## src/rtl/core_run_ctrl.sv

```systemverilog
// rtl/core_run_ctrl.sv - run sequencer: preload, core reset hold, run with cycle count/limit
// Optional: CORE_RUN_CTRL_DONE_SYNC_EN adds a 2-flop synchronizer on core_done.
module core_run_ctrl #(
  parameter int AW      = 8,
  parameter int DW      = 8,
  parameter int CW      = 16,
  parameter int RST_CYC = 2
) (
  input  logic          clk,
  input  logic          reset,
  input  logic          host_start,
  input  logic [CW-1:0] cycle_limit,
  input  logic          ld_valid,
  output logic          ld_ready,
  input  logic [AW-1:0] ld_addr,
  input  logic [DW-1:0] ld_data,
  input  logic          ld_last,
  output logic          mem_wr_en,
  output logic [AW-1:0] mem_addr,
  output logic [DW-1:0] mem_dat,
  output logic          core_reset,
  output logic          core_req,
  input  logic          core_done,
  output logic          busy,
  output logic          job_done,
  output logic          timed_out,
  output logic [CW-1:0] cycles
);

  typedef enum logic [2:0] {IDLE, LOAD, HOLD, RUN, FINISH} state_t;

  localparam int HW = (RST_CYC > 1) ? $clog2(RST_CYC) : 1;
  localparam logic [CW-1:0] CYC_ONE = CW'(1);

  state_t        state, state_nxt;
  logic [CW-1:0] limit_q;
  logic [HW-1:0] hold_cnt;
  logic          done_use;
  logic          limit_hit;
  logic          hold_end;
  logic          beat_acc;

`ifdef CORE_RUN_CTRL_DONE_SYNC_EN
  logic [1:0] done_sync;
  always_ff @(posedge clk or negedge reset) begin
    if (!reset) done_sync <= 2'b00;
    else        done_sync <= {done_sync[0], core_done};
  end
  assign done_use = done_sync[1];
`else
  assign done_use = core_done;
`endif

  // Limit fires in the RUN cycle that would make the count equal the limit.
  assign limit_hit = (limit_q != '0) && ((cycles + CYC_ONE) == limit_q);
  assign hold_end  = (hold_cnt == HW'(RST_CYC - 1));
  assign beat_acc  = (state == LOAD) && ld_valid;

  always_ff @(posedge clk or negedge reset) begin
    if (!reset) state <= IDLE;
    else        state <= state_nxt;
  end

  always_comb begin
    state_nxt  = state;
    core_reset = 1'b1;
    core_req   = 1'b0;
    ld_ready   = 1'b0;
    busy       = 1'b1;
    job_done   = 1'b0;
    case (state)
      IDLE: begin
        busy = 1'b0;
        if (host_start) state_nxt = LOAD;
      end
      LOAD: begin
        ld_ready = 1'b1;
        if (ld_valid && ld_last) state_nxt = HOLD;
      end
      HOLD: begin
        if (hold_end) state_nxt = RUN;
      end
      RUN: begin
        core_reset = 1'b0;
        core_req   = 1'b1;
        if (done_use || limit_hit) state_nxt = FINISH;
      end
      FINISH: begin
        job_done  = 1'b1;
        state_nxt = IDLE;
      end
      default: state_nxt = IDLE;
    endcase
  end

  always_ff @(posedge clk or negedge reset) begin
    if (!reset) begin
      mem_wr_en <= 1'b0;
      mem_addr  <= '0;
      mem_dat   <= '0;
      hold_cnt  <= '0;
      limit_q   <= '0;
      cycles    <= '0;
      timed_out <= 1'b0;
    end else begin
      mem_wr_en <= beat_acc;
      if (beat_acc) begin
        mem_addr <= ld_addr;
        mem_dat  <= ld_data;
      end
      hold_cnt <= (state == HOLD) ? hold_cnt + HW'(1) : '0;
      if (state == IDLE && host_start) begin
        limit_q   <= cycle_limit;
        cycles    <= '0;
        timed_out <= 1'b0;
      end
      if (state == RUN) begin
        if (cycles != '1) cycles <= cycles + CYC_ONE;
        // A done seen in the same cycle as the limit takes priority.
        if (!done_use && limit_hit) timed_out <= 1'b1;
      end
    end
  end

endmodule
```

## config.mk

```make
export PLATFORM = sky130hd
export DESIGN_NAME = core_run_ctrl
export DESIGN_NICKNAME = d
export VERILOG_FILES = /design/src/rtl/core_run_ctrl.sv
export SDC_FILE = /design/constraint.sdc
export NUM_CORES = 1
export LEC_CHECK = 0
export ABC_AREA = 1
export BUFFER_PORTS_ARGS = -buffer_cell sky130_fd_sc_hd__buf_2
export CORE_UTILIZATION = 45
export CTS_CLUSTER_SIZE = 20
export DETAILED_ROUTE_END_ITERATION = 10
export GPL_TIMING_DRIVEN = 0
export HOLD_SLACK_MARGIN = 0.08
export PLACE_DENSITY = 0.7
export SYNTH_ARGS = -nofsm -noshare
export SYNTH_HDL_FRONTEND = slang
export SYNTH_SLANG_ARGS = --single-unit
```

## constraint.sdc

```tcl
create_clock -name clk -period 3.56 [get_ports clk]
set_clock_uncertainty 0.1 [all_clocks]
set_input_delay 0.178 -clock clk [delete_from_list [all_inputs] [get_ports clk]]
set_output_delay 0.178 -clock clk [all_outputs]
set_load 0.02 [all_outputs]
```

Word level (Yosys, flattened, before mapping)
Cells that the tools add are included.
Operators by class
  $add $sub $neg: 2
  $mul: 0
  divide/modulo/power cells: 0
  order comparisons: 0
  eq/ne operators: 10
  shift-type cells: 0
  multiplexer cells: 17
  bitwise gates (word level): 0
  reductions and logical operators: 10
Operators with widths (number)
  16-bit two-way mux: 3
  16-bit by 1-bit adder with 16-bit output, second input constant: 1
  16-bit == test: 1
  16-bit != test, second input constant: 1
  16-bit nonzero test: 1
  3-bit two-way mux: 4
  3-bit one-hot mux with 4 select lines: 1
  1-bit two-way mux: 9
  3-bit by 2-bit == test with 1-bit output, second input constant: 2
  2-bit != test, second input constant: 3
  1-bit logical AND: 5
  4-bit AND reduction: 1
  3-bit by 1-bit == test with 1-bit output, second input constant: 1
  3-bit == test, second input constant: 1
  3-bit zero test: 1
  2-bit by 1-bit != test with 1-bit output, second input constant: 1
  1-bit adder, second input constant: 1
  1-bit zero test: 1
  1-bit logical OR: 1
Storage, ports and cells
  register bits: 54
  bits in latches: 0
  bits in writable memories: 0
  ROM bits: 0
  memories kept: 0

Depth between registers and ports, before layout
  word-level depth: 6
  gate-level depth with buffers: 16
  gate-level depth less buffers: 16

Worst setup path after synthesis
No wires, ideal clock.
  path kind: flip-flop to flip-flop
  from: register cycles[0]
  to: register state[1]
  data arrival time: 1.895 ns
  data required time: 3.343 ns
  slack: 1.449 ns
  cell stages (with the launch flop): 15
  path buffers: 0
  clock period less this slack: 2.111 ns
  cell sequence: dfrtp_1 -> ha_1 -> nand2_2 -> nor2_4 -> nand4_2 -> nand2_1 -> nand2_1 -> nand2_1 -> nand3_1 -> nor2_1 -> nand2_2 -> nand2_2 -> nand2_2 -> nand2_1 -> nand2_1
Between the ends
  word-level cells in the longest chain between the ends: 6
RTL lines
  start: declaration: line 27  | output logic [CW-1:0] cycles
  start signal: assignment: line 118  | if (cycles != '1) cycles <= cycles + CYC_ONE;
  16-bit by 1-bit adder with 16-bit output: line 55  | assign limit_hit = (limit_q != '0) && ((cycles + CYC_ONE) == limit_q);
  16-bit == test: line 55
  1-bit logical AND: line 55
  1-bit logical OR: line 86  | if (done_use || limit_hit) state_nxt = FINISH;
  2-bit != test (no source line)
  4-bit AND reduction (no source line)
  end signal: assignment: line 61  | else state <= state_nxt;
  end: declaration: line 35  | state_t state, state_nxt;
Every way passes these cells.
A chain may end at the register's enable or synchronous reset.

Final worst setup path
  from: register cycles[0]
  to: register cycles[5]
Between the ends
  word-level cells in the longest chain between the ends: 3
RTL lines
  16-bit by 1-bit adder with 16-bit output / 16-bit != test (equally long branches): line 118
  16-bit two-way mux (*): line 118
  16-bit two-way mux (*): line 117  | if (state == RUN) begin
Every way passes the cells marked *; elsewhere a longest branch is shown, timed or not.

==> qor.csv <==
metric,value,unit
Combinational Power Share,46.1,%
Clock Latency Late Sink,0.32,ns
register area share after synthesis,46.7,%
most frequent cells after synthesis,"nand2_1 (124), dfrtp_1 (54), inv_1 (39)",
via count,2884,
Leak,0.00195,uW
Worst-Margin Slew,0.771,ns
antenna-violating nets left,0,
worst hold path cell count,4,
Final GP Congestion,0.842,
syn_area_per_cell,7.74,um^2
clock sinks,54,
I/O pin cnt,77,
register-to-register path setup slack,1.07,ns
worst-path cell chain,ha_1 -> nand2_2 -> nor2_4 -> nand4_2 -> o31ai_4 -> nand2_4 -> buf_6 -> o22ai_1,
pin count of the biggest net entering global routing,55,
Syn Inst Count,374,
max-slew headroom at the worst pin,48.6,%
CP max stage cell,o31ai_4,
Num CTS Buffers,5,
Synth area leaders,"dfrtp_1 (47%), nand2_1 (16%), nand3_1 (6.4%)",
min-delay worst type,in -> reg,
Via density,5.08,
Overall Power,2500,uW
hold endpoint,state[0],
Reg2Reg Depth,8,
mapped cell area,2890,um^2
endpoints failing hold,0,
CTS tree,yes,
Final HPWL DP,5450,um
first-pass GRT wire length,12500,um
"EDFF count, synth",0,
Port Buffers,76,
initial antenna violation count,0,
number of global-route vias before repair,2721,
CP Buf/Inv Count,1,
Synth Flop Type,dfrtp_1,
Sw Ratio,44.7,%
Clock Power Share,14.8,%
Die W,82.2,um
post-route setup TNS,0,ns
GRT Util Overall,24.7,%
depth of the CTS H-tree,2,
DRT iter0 DRCs,139,
final net count,531,
Yosys reg bits,54,
Yosys cell types,27,
"Slew Viols, Final",0,
total grt overflow,0,
Max Cap Viol,0,
post-synth top area cell,dfrtp_1,
Die Y,82.2,um
core area,6060,um^2
RSZ-0062 raised after global routing,false,
syn nets,413,
row cnt,28,
Setup CP Type,reg -> reg,
startpoint types,flop,
Worst Path Max Fanout,10,
Fill cells,540,
First-pass DRT Iterations,6,
final worst-path cycle share,69.9,%
asr flop ratio synth,100,%
min-delay src,ld_last,
CP required,3.69,ns
area grow syn2layout,32.3,%
Final min period,2.49,ns
most frequent cell after synthesis,nand2_1,
root buf cell,clkbuf_8,
P per Cell Area,652,nW/um^2
Clock Path Buffers,2,
"delay-heaviest family, CP",compound AO/OA/AOI/OAI gates,
CP Capture Type,flop,
data arrival time of the critical path,2.62,ns
DR WL/cell,13.6,um
Fmax achieved,402,MHz
Synth top area share,46.7,%
worst r2r dst,cycles[5],
Routed WL,7740,um
ratio of cells with drive above 1 in the final layout,23.1,%
# DRC,0,
worst vdd ir,0.456,mV
Initial Util,47.7,%
sequential power share,39.1,%
internal power,1380,uW
NetSw,1110,uW
# diodes,0,
crit-path max cell delay,0.51,ns
Final setup viols,0,
clock slew at the register clock pins of the worst setup and hold paths,0.11,ns
Yosys warnings,0,
Worst R2R Start,cycles[0],
status,"complete, no violations",
die footprint,6760,um^2
## registers in the layout, indices dropped and copies added (netlist names)
register and cells:
timed_out 1, mem_addr 8, mem_dat 8, mem_wr_en 1
state 3, hold_cnt 1, limit_q 16, cycles 16
## per-layer routing
metal | wire, um | part of all wire, % | vias to the layer above | global-route usage [%]
li1 | - | - | 1445 | -
met5 | 0 | 0 | - | 0
met2 | 3860 | 50 | 79 | 42.9
met3 | 369 | 4.8 | 8 | 4.73
met4 | 87 | 1.1 | 0 | 7.54
met1 | 3420 | 44 | 1352 | 31.1
## worst register-to-register path, stage by stage, from the launching register on
cell     delay, ns
dfrtp_1       0.48
ha_1          0.32
nand2_2       0.12
nor2_4        0.17
nand4_2       0.18
o31ai_4       0.51
nand2_4       0.15
buf_6         0.19
o22ai_1       0.17
## cell type report
type | count | area (um^2) | share of cell area (%)
buffer | 7 | 37.5 | 0.980
sequential | 54 | 1350 | 35.3
timing repair buffer | 111 | 748 | 19.5
tap | 75 | 93.8 | 2.45
multi-input combinational | 274 | 1360 | 35.5
clock inverter | 3 | 25.0 | 0.653
inverter | 39 | 146 | 3.82
clock buffer | 5 | 68.8 | 1.80
## per-stage QoR
| stage | area, um^2 | hold WS [ns] | instances | worst slack, ns | util [%] |
|---|---|---|---|---|---|
| CTS | 3800 | 0.128 | 567 | 1.06 | 62.7 |
| finish | 3830 | 0.141 | 568 | 1.07 | 63.2 |
| floorplan | 2890 | -0.218 | 374 | 1.45 | - |
| detailed placement | 3370 | 0.289 | 525 | 1.10 | 55.6 |
| global placement | 3370 | 0.276 | 525 | 1.18 | 55.6 |
| global route | 3830 | 0.174 | 568 | 0.884 | 63.2 |
## power groups by stage
stage          Combinational (uW)  Clock [uW]  Sequential (uW)
2_1_floorplan                 657           0             1090
3_3_place_gp                 1090           0              979
4_1_cts                      1150         376              974
3_5_place_dp                 1120           0              983
6_report                     1150         369              976
5_1_grt                      1280         401             1000
## kinds of logic after synthesis
kind of cell | share of synthesized area (%)
buf+inv | 6.36
xor+xnor | 2.33
fa+ha+maj | 0.432
flops | 46.7
compound gates | 8.08
simple gates | 34.9
mux | 1.17
## how the worst max path moves through the flow
stage | from | depth (start not counted) | slack [ns] | end
finish | cycles[0] | 8 | 1.07 | cycles[5]
global route | cycles[0] | 8 | 0.88 | cycles[5]
CTS | cycles[0] | 8 | 1.06 | cycles[5]
detailed placement | cycles[0] | 8 | 1.10 | cycles[5]
global placement | cycles[0] | 8 | 1.18 | cycles[5]
floorplan | cycles[0] | 14 | 1.45 | state[1]
## what timing repair did
action | 4_1_cts | 5_1_grt
hold endpoints to repair | 75 | 0
hold buffers | 34 | 0
setup buffers | 0 | 0
resized for setup | 0 | 0
## cells in the final DEF, fill, tap and decap left out, drive strengths merged
| cell type | instances |
|---|---|
| dlygate4sd3 | 34 |
| nand4 | 12 |
| nand2 | 133 |
| clkbuf | 9 |
| o21ai | 5 |
| nor3 | 1 |
| a21oi | 15 |
| dfrtp | 54 |
| mux2 | 3 |
| xnor2 | 1 |
| xor2 | 4 |
| o31ai | 1 |
| clkinvlp | 1 |
| o22ai | 14 |
| xnor3 | 1 |
| buf | 80 |
| inv | 40 |
| nand3 | 37 |
| nor2 | 46 |
| ha | 1 |
| clkinv | 1 |
Power figures use the tool's default switching activity.
